--- src/rtl/router_pkg.sv ---
// Shared definitions for the cell router port: widths, line levels and FSM encodings.
package router_pkg;

  localparam int   ROUTER_ADDR_W = 12;
  localparam int   ROUTER_DATA_W = 16;
  localparam logic START_BIT     = 1'b1;
  localparam logic IDLE_BIT      = 1'b0;

  typedef enum logic [2:0] {
    I_IDLE  = 3'd0,
    I_ADDR  = 3'd1,
    I_DATA  = 3'd2,
    I_PAR   = 3'd3,
    I_OFFER = 3'd4
  } inj_state_e;

  typedef enum logic [1:0] {
    E_IDLE  = 2'd0,
    E_START = 2'd1,
    E_DATA  = 2'd2,
    E_PAR   = 2'd3
  } ej_state_e;

  // Field bit-counter width; never below one bit.
  function automatic int cnt_width(input int a, input int b);
    int m;
    m = (a > b) ? a : b;
    return (m > 1) ? $clog2(m) : 1;
  endfunction

endpackage

--- src/rtl/router_cell_port_if.sv ---
// Parallel router-network side of a cell port: injection offer and ejection accept channels.
interface router_cell_port_if #(
  parameter int ADDR_W = router_pkg::ROUTER_ADDR_W,
  parameter int DATA_W = router_pkg::ROUTER_DATA_W
);

  logic              injValid;
  logic              injReady;
  logic [ADDR_W-1:0] injAddr;
  logic [DATA_W-1:0] injData;
  logic              ejValid;
  logic              ejReady;
  logic [DATA_W-1:0] ejData;

  // master = the cell port, slave = the router network
  modport master (
    output injValid, injAddr, injData, ejReady,
    input  injReady, ejValid, ejData
  );

  modport slave (
    input  injValid, injAddr, injData, ejReady,
    output injReady, ejValid, ejData
  );

endinterface

--- src/rtl/router_bit_serializer.sv ---
// Ejection path: captures a router message and shifts it onto the cell line as start/data/parity.
module router_bit_serializer
  import router_pkg::*;
#(
  parameter int DATA_W = ROUTER_DATA_W
) (
  input  logic              clk,
  input  logic              reset,
  input  logic              i_latch,
  input  logic              i_valid,
  input  logic [DATA_W-1:0] i_data,
  output logic              o_ready,
  output logic              o_bit
);

  localparam int              CNT_W     = cnt_width(DATA_W, DATA_W);
  localparam logic [CNT_W-1:0] DATA_LAST = CNT_W'(DATA_W - 1);

  ej_state_e         r_st;
  logic [DATA_W-1:0] r_sh;
  logic [CNT_W-1:0]  r_cnt;
  logic              r_par;
  logic              r_ready;
  logic              r_bit;

  always_ff @(posedge clk) begin
    if (reset) begin
      r_st    <= E_IDLE;
      r_sh    <= '0;
      r_cnt   <= '0;
      r_par   <= 1'b0;
      r_ready <= 1'b0;
      r_bit   <= IDLE_BIT;
    end else begin
      case (r_st)
        E_IDLE: begin
          if (i_latch) r_bit <= IDLE_BIT;
          // Parity is taken at capture so the shift path stays a plain shifter.
          if (i_valid && r_ready) begin
            r_sh    <= i_data;
            r_par   <= ^i_data;
            r_ready <= 1'b0;
            r_st    <= E_START;
          end else begin
            r_ready <= 1'b1;
          end
        end
        E_START: if (i_latch) begin
          r_bit <= START_BIT;
          r_cnt <= '0;
          r_st  <= E_DATA;
        end
        E_DATA: if (i_latch) begin
          r_bit <= r_sh[0];
          r_sh  <= r_sh >> 1;
          if (r_cnt == DATA_LAST) begin
            r_cnt <= '0;
            r_st  <= E_PAR;
          end else begin
            r_cnt <= r_cnt + 1'b1;
          end
        end
        E_PAR: if (i_latch) begin
          r_bit <= r_par;
          r_st  <= E_IDLE;
        end
        default: r_st <= E_IDLE;
      endcase
    end
  end

  assign o_ready = r_ready;
  assign o_bit   = r_bit;

endmodule

--- src/rtl/router_cell_port.sv ---
// Router-side endpoint of a cell's bit-serial link: inline injection deserializer plus
// ejection serializer, both stepping on the shared latch strobe.
module router_cell_port
  import router_pkg::*;
#(
  parameter int ADDR_W = ROUTER_ADDR_W,
  parameter int DATA_W = ROUTER_DATA_W
) (
  input  logic               clk,
  input  logic               reset,
  input  logic               latch,
  input  logic               routerData,
  output logic               handshake,
  output logic               routerIn,
  output logic               parErr,
  output logic               protoErr,
  input  logic               errClear,
  router_cell_port_if.master bus
);

  localparam int               CNT_W     = cnt_width(ADDR_W, DATA_W);
  localparam logic [CNT_W-1:0] ADDR_LAST = CNT_W'(ADDR_W - 1);
  localparam logic [CNT_W-1:0] DATA_LAST = CNT_W'(DATA_W - 1);

  inj_state_e        r_ist;
  logic [CNT_W-1:0]  r_cnt;
  logic [ADDR_W-1:0] r_addr_sh;
  logic [DATA_W-1:0] r_data_sh;
  logic              r_par;
  logic              r_inj_valid;
  logic [ADDR_W-1:0] r_inj_addr;
  logic [DATA_W-1:0] r_inj_data;
  logic              r_handshake;
  logic              r_par_err;
  logic              r_proto_err;

  logic w_start;
  logic w_inj_xfer;
  logic w_par_bad;
  logic w_proto_bad;
  logic w_ej_ready;
  logic w_router_in;

  assign w_start     = latch && (routerData == START_BIT);
  assign w_inj_xfer  = r_inj_valid && bus.injReady;
  assign w_par_bad   = (r_ist == I_PAR) && latch && (r_par ^ routerData);
  assign w_proto_bad = (r_ist == I_OFFER) && w_start;

  always_ff @(posedge clk) begin
    if (reset) begin
      r_ist       <= I_IDLE;
      r_cnt       <= '0;
      r_addr_sh   <= '0;
      r_data_sh   <= '0;
      r_par       <= 1'b0;
      r_inj_valid <= 1'b0;
      r_inj_addr  <= '0;
      r_inj_data  <= '0;
      r_handshake <= 1'b1;
      r_par_err   <= 1'b0;
      r_proto_err <= 1'b0;
    end else begin
      case (r_ist)
        I_IDLE: if (w_start) begin
          r_cnt       <= '0;
          r_par       <= 1'b0;
          r_handshake <= 1'b0;
          r_ist       <= I_ADDR;
        end
        I_ADDR: if (latch) begin
          r_addr_sh <= {routerData, r_addr_sh[ADDR_W-1:1]};
          r_par     <= r_par ^ routerData;
          if (r_cnt == ADDR_LAST) begin
            r_cnt <= '0;
            r_ist <= I_DATA;
          end else begin
            r_cnt <= r_cnt + 1'b1;
          end
        end
        I_DATA: if (latch) begin
          r_data_sh <= {routerData, r_data_sh[DATA_W-1:1]};
          r_par     <= r_par ^ routerData;
          if (r_cnt == DATA_LAST) begin
            r_cnt <= '0;
            r_ist <= I_PAR;
          end else begin
            r_cnt <= r_cnt + 1'b1;
          end
        end
        I_PAR: if (latch) begin
          if (w_par_bad) begin
            r_handshake <= 1'b1;
            r_ist       <= I_IDLE;
          end else begin
            r_inj_valid <= 1'b1;
            r_inj_addr  <= r_addr_sh;
            r_inj_data  <= r_data_sh;
            r_ist       <= I_OFFER;
          end
        end
        // Offer is latch-independent; start bits arriving here are dropped and flagged.
        I_OFFER: if (w_inj_xfer) begin
          r_inj_valid <= 1'b0;
          r_handshake <= 1'b1;
          r_ist       <= I_IDLE;
        end
        default: r_ist <= I_IDLE;
      endcase

      if (w_par_bad)     r_par_err <= 1'b1;
      else if (errClear) r_par_err <= 1'b0;

      if (w_proto_bad)   r_proto_err <= 1'b1;
      else if (errClear) r_proto_err <= 1'b0;
    end
  end

  router_bit_serializer #(.DATA_W(DATA_W)) u_ser (
    .clk     (clk),
    .reset   (reset),
    .i_latch (latch),
    .i_valid (bus.ejValid),
    .i_data  (bus.ejData),
    .o_ready (w_ej_ready),
    .o_bit   (w_router_in)
  );

  assign bus.injValid = r_inj_valid;
  assign bus.injAddr  = r_inj_addr;
  assign bus.injData  = r_inj_data;
  assign bus.ejReady  = w_ej_ready;
  assign handshake    = r_handshake;
  assign routerIn     = w_router_in;
  assign parErr       = r_par_err;
  assign protoErr     = r_proto_err;

endmodule

--- src/flat_wrapper.sv ---
// flat-port wrapper written by rule: the top's interface ports become plain ports
module router_cell_port_flat import router_pkg::*;
#(
  parameter int ADDR_W = ROUTER_ADDR_W,
  parameter int DATA_W = ROUTER_DATA_W
)
  (clk, reset, latch, routerData, handshake, routerIn, parErr, protoErr, errClear, bus_injValid, bus_injAddr, bus_injData, bus_ejReady, bus_injReady, bus_ejValid, bus_ejData);
  router_cell_port_if #(.ADDR_W(ADDR_W), .DATA_W(DATA_W)) bus_i ();
  input  logic clk;
  input  logic reset;
  input  logic latch;
  input  logic routerData;
  output logic handshake;
  output logic routerIn;
  output logic parErr;
  output logic protoErr;
  input  logic errClear;
  output wire logic [$bits(bus_i.injValid)-1:0] bus_injValid;
  output wire logic [$bits(bus_i.injAddr)-1:0] bus_injAddr;
  output wire logic [$bits(bus_i.injData)-1:0] bus_injData;
  output wire logic [$bits(bus_i.ejReady)-1:0] bus_ejReady;
  input wire logic [$bits(bus_i.injReady)-1:0] bus_injReady;
  input wire logic [$bits(bus_i.ejValid)-1:0] bus_ejValid;
  input wire logic [$bits(bus_i.ejData)-1:0] bus_ejData;
  assign bus_injValid = bus_i.injValid;
  assign bus_injAddr = bus_i.injAddr;
  assign bus_injData = bus_i.injData;
  assign bus_ejReady = bus_i.ejReady;
  assign bus_i.injReady = bus_injReady;
  assign bus_i.ejValid = bus_ejValid;
  assign bus_i.ejData = bus_ejData;
  router_cell_port #(.ADDR_W(ADDR_W), .DATA_W(DATA_W)) u_core (.clk(clk), .reset(reset), .latch(latch), .routerData(routerData), .handshake(handshake), .routerIn(routerIn), .parErr(parErr), .protoErr(protoErr), .errClear(errClear), .bus(bus_i));
endmodule
--- config.mk ---
export PLATFORM = sky130hd
export DESIGN_NAME = router_cell_port_flat
export DESIGN_NICKNAME = d
export VERILOG_FILES = /design/src/rtl/router_pkg.sv /design/src/rtl/router_cell_port_if.sv /design/src/rtl/router_bit_serializer.sv /design/src/rtl/router_cell_port.sv /design/src/flat_wrapper.sv
export SDC_FILE = /design/constraint.sdc
export NUM_CORES = 1
export LEC_CHECK = 0
export CAP_MARGIN = 20
export CORE_ASPECT_RATIO = 1.5
export CORE_MARGIN = 4
export CORE_UTILIZATION = 52
export DETAILED_ROUTE_END_ITERATION = 6
export GPL_TIMING_DRIVEN = 0
export PLACE_DENSITY = 0.79
export SETUP_SLACK_MARGIN = 0.15
export SLEW_MARGIN = 20
export SYNTH_ARGS = -nofsm -noshare
export SYNTH_HDL_FRONTEND = slang
export SYNTH_SLANG_ARGS = --single-unit
export TNS_END_PERCENT = 50
--- constraint.sdc ---
create_clock -name clk -period 5.1 [get_ports clk]
set_input_delay 0.765 -clock clk [delete_from_list [all_inputs] [get_ports clk]]
set_output_delay 0.765 -clock clk [all_outputs]
set_load 0.01 [all_outputs]
==> metrics.txt, run 1 <==
post-place instance area=0.00454 sq mm; destination of the worst register-to-register timing path=u_core.u_ser.r_sh[9]$_SDFFE_PP0P_; antenna diode count=0; number of nets produced by synthesis=500; antenna violations before repair=0; number of port buffers=54; width of the die=78.5 microns; top area cells in the synthesized netlist=dfxtp_1, nand2_1, a21oi_1, mux2i_1, nor2_1; number of global-route vias before repair=3271; post-route clock period utilization=47.5%; launching point of the worst reg2reg path=u_core.u_ser.r_st[0]$_SDFFE_PP0P_; number of gates resized after CTS=0; Top Family by Delay on Critical Path=simple AND/OR/NAND/NOR gates; type of element capturing the critical path=flop; remaining global-route overflow=0; total core area=0.00723 sq mm; Pre-antenna DRT Iters=4; hold path startpoint=u_core.bus.injData[9]$_SDFFE_PP0P_; DP HPWL=6180 microns; Worst setup SP type=input port; Total Nets Final=565; total power draw=1.85 mW; Maximum Capacitance Violations=0; arrival time at the worst endpoint=2.72 ns; global-route wire length before repair=14400 microns; All-Layer GR Usage=20.2%; number of pins exceeding their max-slew limit in the final report=0; setup repair after global routing missed its margin=false; post-synthesis cell type with the largest combined area=dfxtp_1; Final Cell Area=0.00476 sq mm; total I/O pin count=57; Power Density=388 mW/mm^2; routability-driven placement congestion ratio=0.822; FF+latch count, synth=93; Synth top area share=48.0%; post-layout min period=2.42 ns; average cell area after synthesis=8.23 sq um; maximum single-stage delay on the critical path=0.51 ns; cell chain of the critical path=clkdlybuf4s50_1 -> buf_2 -> and2b_1 -> nand3b_2 -> nor3_1 -> a22oi_1 -> nor2_1; vertical die dimension=114 microns; # DRC=0; proportion of layout cells with a drive suffix above 1=6.10%; slew of the pin with the lowest slew margin=0.643 ns; effective utilization at floorplan=53.7%; launch point of the critical path=latch; critical path endpoint=u_core.r_ist[1]$_SDFFE_PP0P_; Slew headroom=57.1%; slowest library cell on the worst path=clkdlybuf4s50_1; cell area after synthesis=0.00388 sq mm; leakage dissipation=1.59 nW; count of flip-flops with a built-in enable after synthesis=0; cell count after synthesis=471; Via density=5.28; total of warnings raised by yosys=0; Setup CP Type=in2reg; number of sinks on the clock net=93; data required time of the critical path=5.40 ns; most frequently used flop master after synthesis=dfxtp_1; number of buffers on the longest clock path=2; detailed router's first-iteration violation count=198; number of logic stages on the critical path including buffering=7; Via Count=3384; setup fix buffers added after clock tree synthesis=0; fraction of registers with async set or reset after synthesis=0%; clock transition at the register clock pins on the worst setup and hold paths after CTS=0.09 ns; maximum achievable frequency=413 MHz; unique cell type count in the Yosys netlist=40; total of endpoints with negative setup slack in the final report=0; largest fanout of any net on the critical path=10; most frequent cells after synthesis=nand2_1, dfxtp_1, a21oi_1, nor2_1, clkbuf_1; status=completed; area of the die=0.00893 sq mm; H-tree levels=3; Sum Neg Setup Slack=0 ns; Final Hold Viols=0; routed len/inst=13.5 microns; count of buffering cells on the critical path with inverters included=2; Layout area overhead=22.8%; TritonCTS clock tree=done; root buffer selected by CTS=clkbuf_8; reg2reg setup slack=3.09 ns; number of buffers created by CTS=9; worst vdd ir=0.000282 V; antenna violation net count after detailed routing=0; total routed wirelength=8630 microns; most repeated cell in the gate-level netlist after synthesis=nand2_1; hold buffer count at cts=0; final core occ=65.9%; type of the tightest min-delay check=reg2reg; fraction of the yosys area taken by sequential cells=48.0%; Worst Skew=0.00931 ns; number of rows created at floorplan=38; pin count of the biggest net entering global routing=16; clock latency on the worst-skew pair=0.37 ns; cell count of the worst reg-to-reg path=7
==> registers in the layout, summed over array words and instances, names as in the netlist, 2 cells and up <==
register	cells
u_core.bus.injData	16
u_core.u_ser.r_sh	16
u_core.r_data_sh	16
u_core.r_addr_sh	12
u_core.u_ser.r_cnt	4
u_core.bus.injAddr	12
u_core.r_cnt	4
u_core.r_ist	3
u_core.u_ser.r_st	2
==> where the power goes <==
group / internal (mW) / switching, mW / leakage (nW) / total (mW)
clock: 0.268 / 0.260 / 0.109 / 0.528
combinational: 0.204 / 0.287 / 0.728 / 0.491
sequential: 0.790 / 0.0389 / 0.754 / 0.829
==> metal layers <==
| layer | share of wire [%] | global-route usage (%) |
|---|---|---|
| met5 | 0 | 0 |
| met4 | 2.4 | 11.2 |
| met1 | 42 | 23.7 |
| met2 | 51 | 34.8 |
| met3 | 4.5 | 3.40 |
==> layout by cell type, fill, tap and decap left out, types with 2 or more instances in the layout <==
cell type and instances:
dfxtp_1 93, mux2i_1 18, xor2_1 3, clkinv_4 2, nor3b_1 3, a211oi_1 17
clkbuf_1 19, nor2_1 38, o21ai_0 7, clkdlybuf4s50_1 54, a221oi_1 2, ha_1 6
a32oi_1 2, inv_1 4, nor2b_1 3, xnor2_1 15, nand3b_1 2, buf_4 3
or3_1 2, nand2_1 123, a22oi_1 3, a21oi_1 67, buf_2 8, nor3_1 10
nand3_1 2, nand2b_1 3, nand4_1 2, a31oi_1 2, clkbuf_8 12
==> area by class of cell <==
| class | instances | area (sq um) |
|---|---|---|
| repair buffers | 54 | 541 |
| inverters | 4 | 15.0 |
| clock buffers | 12 | 165 |
| plain buffers | 32 | 149 |
| clock inverters | 4 | 55.1 |
| flip-flops and latches | 93 | 1860 |
| well taps | 100 | 125 |
| multi-input cells | 342 | 1850 |
| fillers | 660 | 2460 |
==> worst min path at each step <==
| stage | end | cells after the start |
|---|---|---|
| final | u_core.bus.injData[9]$_SDFFE_PP0P_ | 2 |
| after floorplan | u_core.bus.injAddr[0]$_SDFFE_PP0P_ | 2 |
| after global placement | u_core.bus.injData[9]$_SDFFE_PP0P_ | 2 |
| after detailed placement | u_core.bus.injData[3]$_SDFFE_PP0P_ | 2 |
| after global routing | u_core.bus.injData[3]$_SDFFE_PP0P_ | 2 |
| after CTS | u_core.bus.injData[0]$_SDFFE_PP0P_ | 2 |
==> per-stage QoR <==
step                hold slack, ns  setup slack [ns]  std cells
floorplan                    0.432              3.22        471
global placement             0.442              2.36        625
detailed placement           0.446              2.31        625
CTS                          0.454              2.71        641
global route                 0.477              2.53        641
finish                       0.455              2.68        641
==> tightest hold or removal path, delay by kind of cell, from the launching register on <==
family,cells,cell delay (ns)
flip-flops,1,0.31
AND/OR/NAND/NOR,1,0.05
AO/OA/AOI/OAI,1,0.05
==> logic make-up after synthesis <==
family	synth area share, %
AOI/OAI and AO/OA	16.2
xor gates and xnor gates	4.07
DFF	48.0
buffers and inverters	4.23
adders and majority gates	1.94
and+or+nand+nor	20.9
muxes	4.65
Power figures use the tool's default switching activity.
==> inputs of run 2 (changes only) <==
clock period = 2.36 ns   (was 5.1 ns; I/O delays follow)
==> results of run 2 <==
The final DEF is identical to that of run 1. Status: completed.
Main changes from that run: setup slack after placement 2.31 ns -> -0.0186 ns; setup slack after layout 2.68 ns -> 0.346 ns; hold slack 0.455 ns -> 0.312 ns; start point of the critical path latch -> u_core.u_ser.r_st[0]$_SDFFE_PP0P_; end point of the critical path u_core.r_ist[1]$_SDFFE_PP0P_ -> u_core.u_ser.r_sh[9]$_SDFFE_PP0P_; register-to-register setup slack 3.09 ns -> 0.35 ns; end point of the worst hold path u_core.bus.injData[9]$_SDFFE_PP0P_ -> u_core.r_addr_sh[11]$_SDFFE_PP0P_; total power 1.85 mW -> 3.99 mW; worst IR drop on VDD 0.000282 V -> 0.000610 V
==> inputs of run 3 (changes only) <==
CORE_MARGIN = 2   (was 4)
==> run 3 against run 2 <==
Combinational power about the same. Non-clock buffer count is the same. Utilization is 0.61 points lower. Worst hold slack better by 0.0083 ns. Register-to-register slack improved by 0.07 ns. Sequential power about the same. Die area is 8.4% lower. Routed wire length fell by 2.1%. Sequential cell count stayed put. Global-route usage grew 2.3 points. Critical path depth is the same. Count of clock-buffer cells in the layout down 1. Critical path type is now in2reg.
==> metrics.txt, run 3 (synthesized netlist as in run 1, its figures left out) <==
status=completed; most frequent standard cell in the layout excluding fill and tap cells=nand2_1; post-layout min period=2.04 ns; Comb power frac=27.6%; routed len/inst=13.2 microns; Sequential Power Share=46.9%; number of global-route vias before repair=3227; number of pins exceeding their max-slew limit in the final report=0; All-Layer GR Usage=22.5%; total core area=0.00723 sq mm; number of buffers created by CTS=9; number of gates resized after CTS=0; global-route wire length before repair=14400 microns; clock transition at the register clock pins on the worst setup and hold paths after CTS=0.09 ns; launching point of the worst reg2reg path=u_core.u_ser.r_st[0]$_SDFFE_PP0P_; setup repair after global routing missed its margin=false; Maximum Capacitance Violations=0; commonest non-fill, non-tap cells in the layout=nand2_1, dfxtp_1, a21oi_1, clkdlybuf4s50_1, nor2_1; total I/O pin count=57; maximum achievable frequency=490 MHz; proportion of layout cells with a drive suffix above 1=5.91%; detailed router's first-iteration violation count=184; post-route clock period utilization=86.5%; slowest library cell on the worst path=nor3_1; cell internal power dissipation=2.56 mW; cell chain of the critical path=clkdlybuf4s50_1 -> buf_2 -> and2b_1 -> nand3b_2 -> nor3_1 -> a22oi_1 -> nor2_1; Sw Share=33.1%; remaining global-route overflow=0; total power draw=3.83 mW; leakage dissipation=1.57 nW; root buffer selected by CTS=clkbuf_8; total routed wirelength=8450 microns; fraction of power consumed by the clock network=25.5%; worst-case hold path end point=u_core.r_addr_sh[11]$_SDFFE_PP0P_; hold buffer count at cts=0; number of port buffers=54; Worst setup SP type=input port; TritonCTS clock tree=done; largest fanout of any net on the critical path=10; reg2reg setup slack=0.42 ns; launch point of the critical path=latch; Slew headroom=60.4%; Via density=5.28; Cells on Worst Hold Path=3; # DRC=0; H-tree levels=3; Setup CP Type=in2reg; DP HPWL=6140 microns; Power Density=811 mW/mm^2; slew of the pin with the lowest slew margin=0.589 ns; antenna diode count=0; arrival time at the worst endpoint=2.35 ns; net switching power of the design=1.26 mW; cell count of the worst reg-to-reg path=8; antenna violation net count after detailed routing=0; width of the die=74.5 microns; number of buffers on the longest clock path=2; antenna violations before repair=0; hold path startpoint=routerData; Via Count=3385; minimum setup slack after placement=-0.0153 ns; worst vdd ir=0.000574 V; Total Nets Final=565; number of sinks on the clock net=93; number of rows created at floorplan=38; setup fix buffers added after clock tree synthesis=0; pin count of the biggest net entering global routing=16; type of the tightest min-delay check=in2reg; Worst Skew=0.00756 ns; clock latency on the worst-skew pair=0.37 ns; Final Hold Viols=0; routability-driven placement congestion ratio=0.854; area of the die=0.00818 sq mm; Pre-antenna DRT Iters=4; destination of the worst register-to-register timing path=u_core.u_ser.r_st[1]$_SDFFE_PP0P_; effective utilization at floorplan=53.7%; maximum single-stage delay on the critical path=0.54 ns; fin worst setup slack=0.320 ns; Layout area overhead=21.7%; total of endpoints with negative setup slack in the final report=0; type of element capturing the critical path=flop; vertical die dimension=110 microns; data required time of the critical path=2.67 ns
-- run 3: worst max-delay path by stage --
stage          depth (start not counted)                           endpoint  slack (ns)
2_1_floorplan                          8  u_core.u_ser.r_st[1]$_SDFFE_PP0P_        0.66
3_3_place_gp                           7       u_core.r_ist[1]$_SDFFE_PP0P_        0.02
3_5_place_dp                           7       u_core.r_ist[1]$_SDFFE_PP0P_       -0.02
4_1_cts                                7       u_core.r_ist[1]$_SDFFE_PP0P_        0.37
5_1_grt                                7  u_core.u_ser.r_sh[5]$_SDFFE_PP0P_        0.18
6_report                               7       u_core.r_ist[1]$_SDFFE_PP0P_        0.32
-- run 3: layout make-up --
cell class                      instances  area (sq um)
Timing Repair Buffer                   54           541
Clock inverter                          5          35.0
Clock buffer                           11           141
Inverter                                4          15.0
Buffer                                 32           149
Sequential cell                        93          1860
Fill cell                             651          2510
Tap cell                              100           125
Multi-Input combinational cell        342          1850
-- run 3: power groups by stage --
stage	Sequential, mW	Clock, mW	Combinational, mW
floorplan	1.81	0	0.786
global placement	1.82	0	1.02
global route	1.81	1.05	1.19
finish	1.79	0.976	1.06
detailed placement	1.83	0	1.05
CTS	1.79	0.985	1.06
-- run 3: per-layer routing --
metal / wire, microns / track usage [%] / vias up
met1: 3610 / 26.7 / 1565
met3: 397 / 4.58 / 11
met5: 0 / 0 / -
li1: - / - / 1718
met2: 4300 / 39.4 / 91
met4: 147 / 8.29 / 0
-- run 3: critical path: cells and delay by family --
family | cells | cell delay [ns]
buf+inv | 2 | 0.74
simple gates | 4 | 1.06
compound gates | 1 | 0.19
-- run 3: through the flow --
stage               std cells  instance area [sq um]  utilization [%]  TNS, ns  hold slack, ns
finish                    641                   4720             65.3        0           0.321
global route              641                   4720             65.3        0           0.310
CTS                       641                   4720             65.3        0           0.302
detailed placement        625                   4540             62.9  -0.0259           0.447
global placement          625                   4540             62.9        0           0.442
floorplan                 471                   3880                -        0           0.432
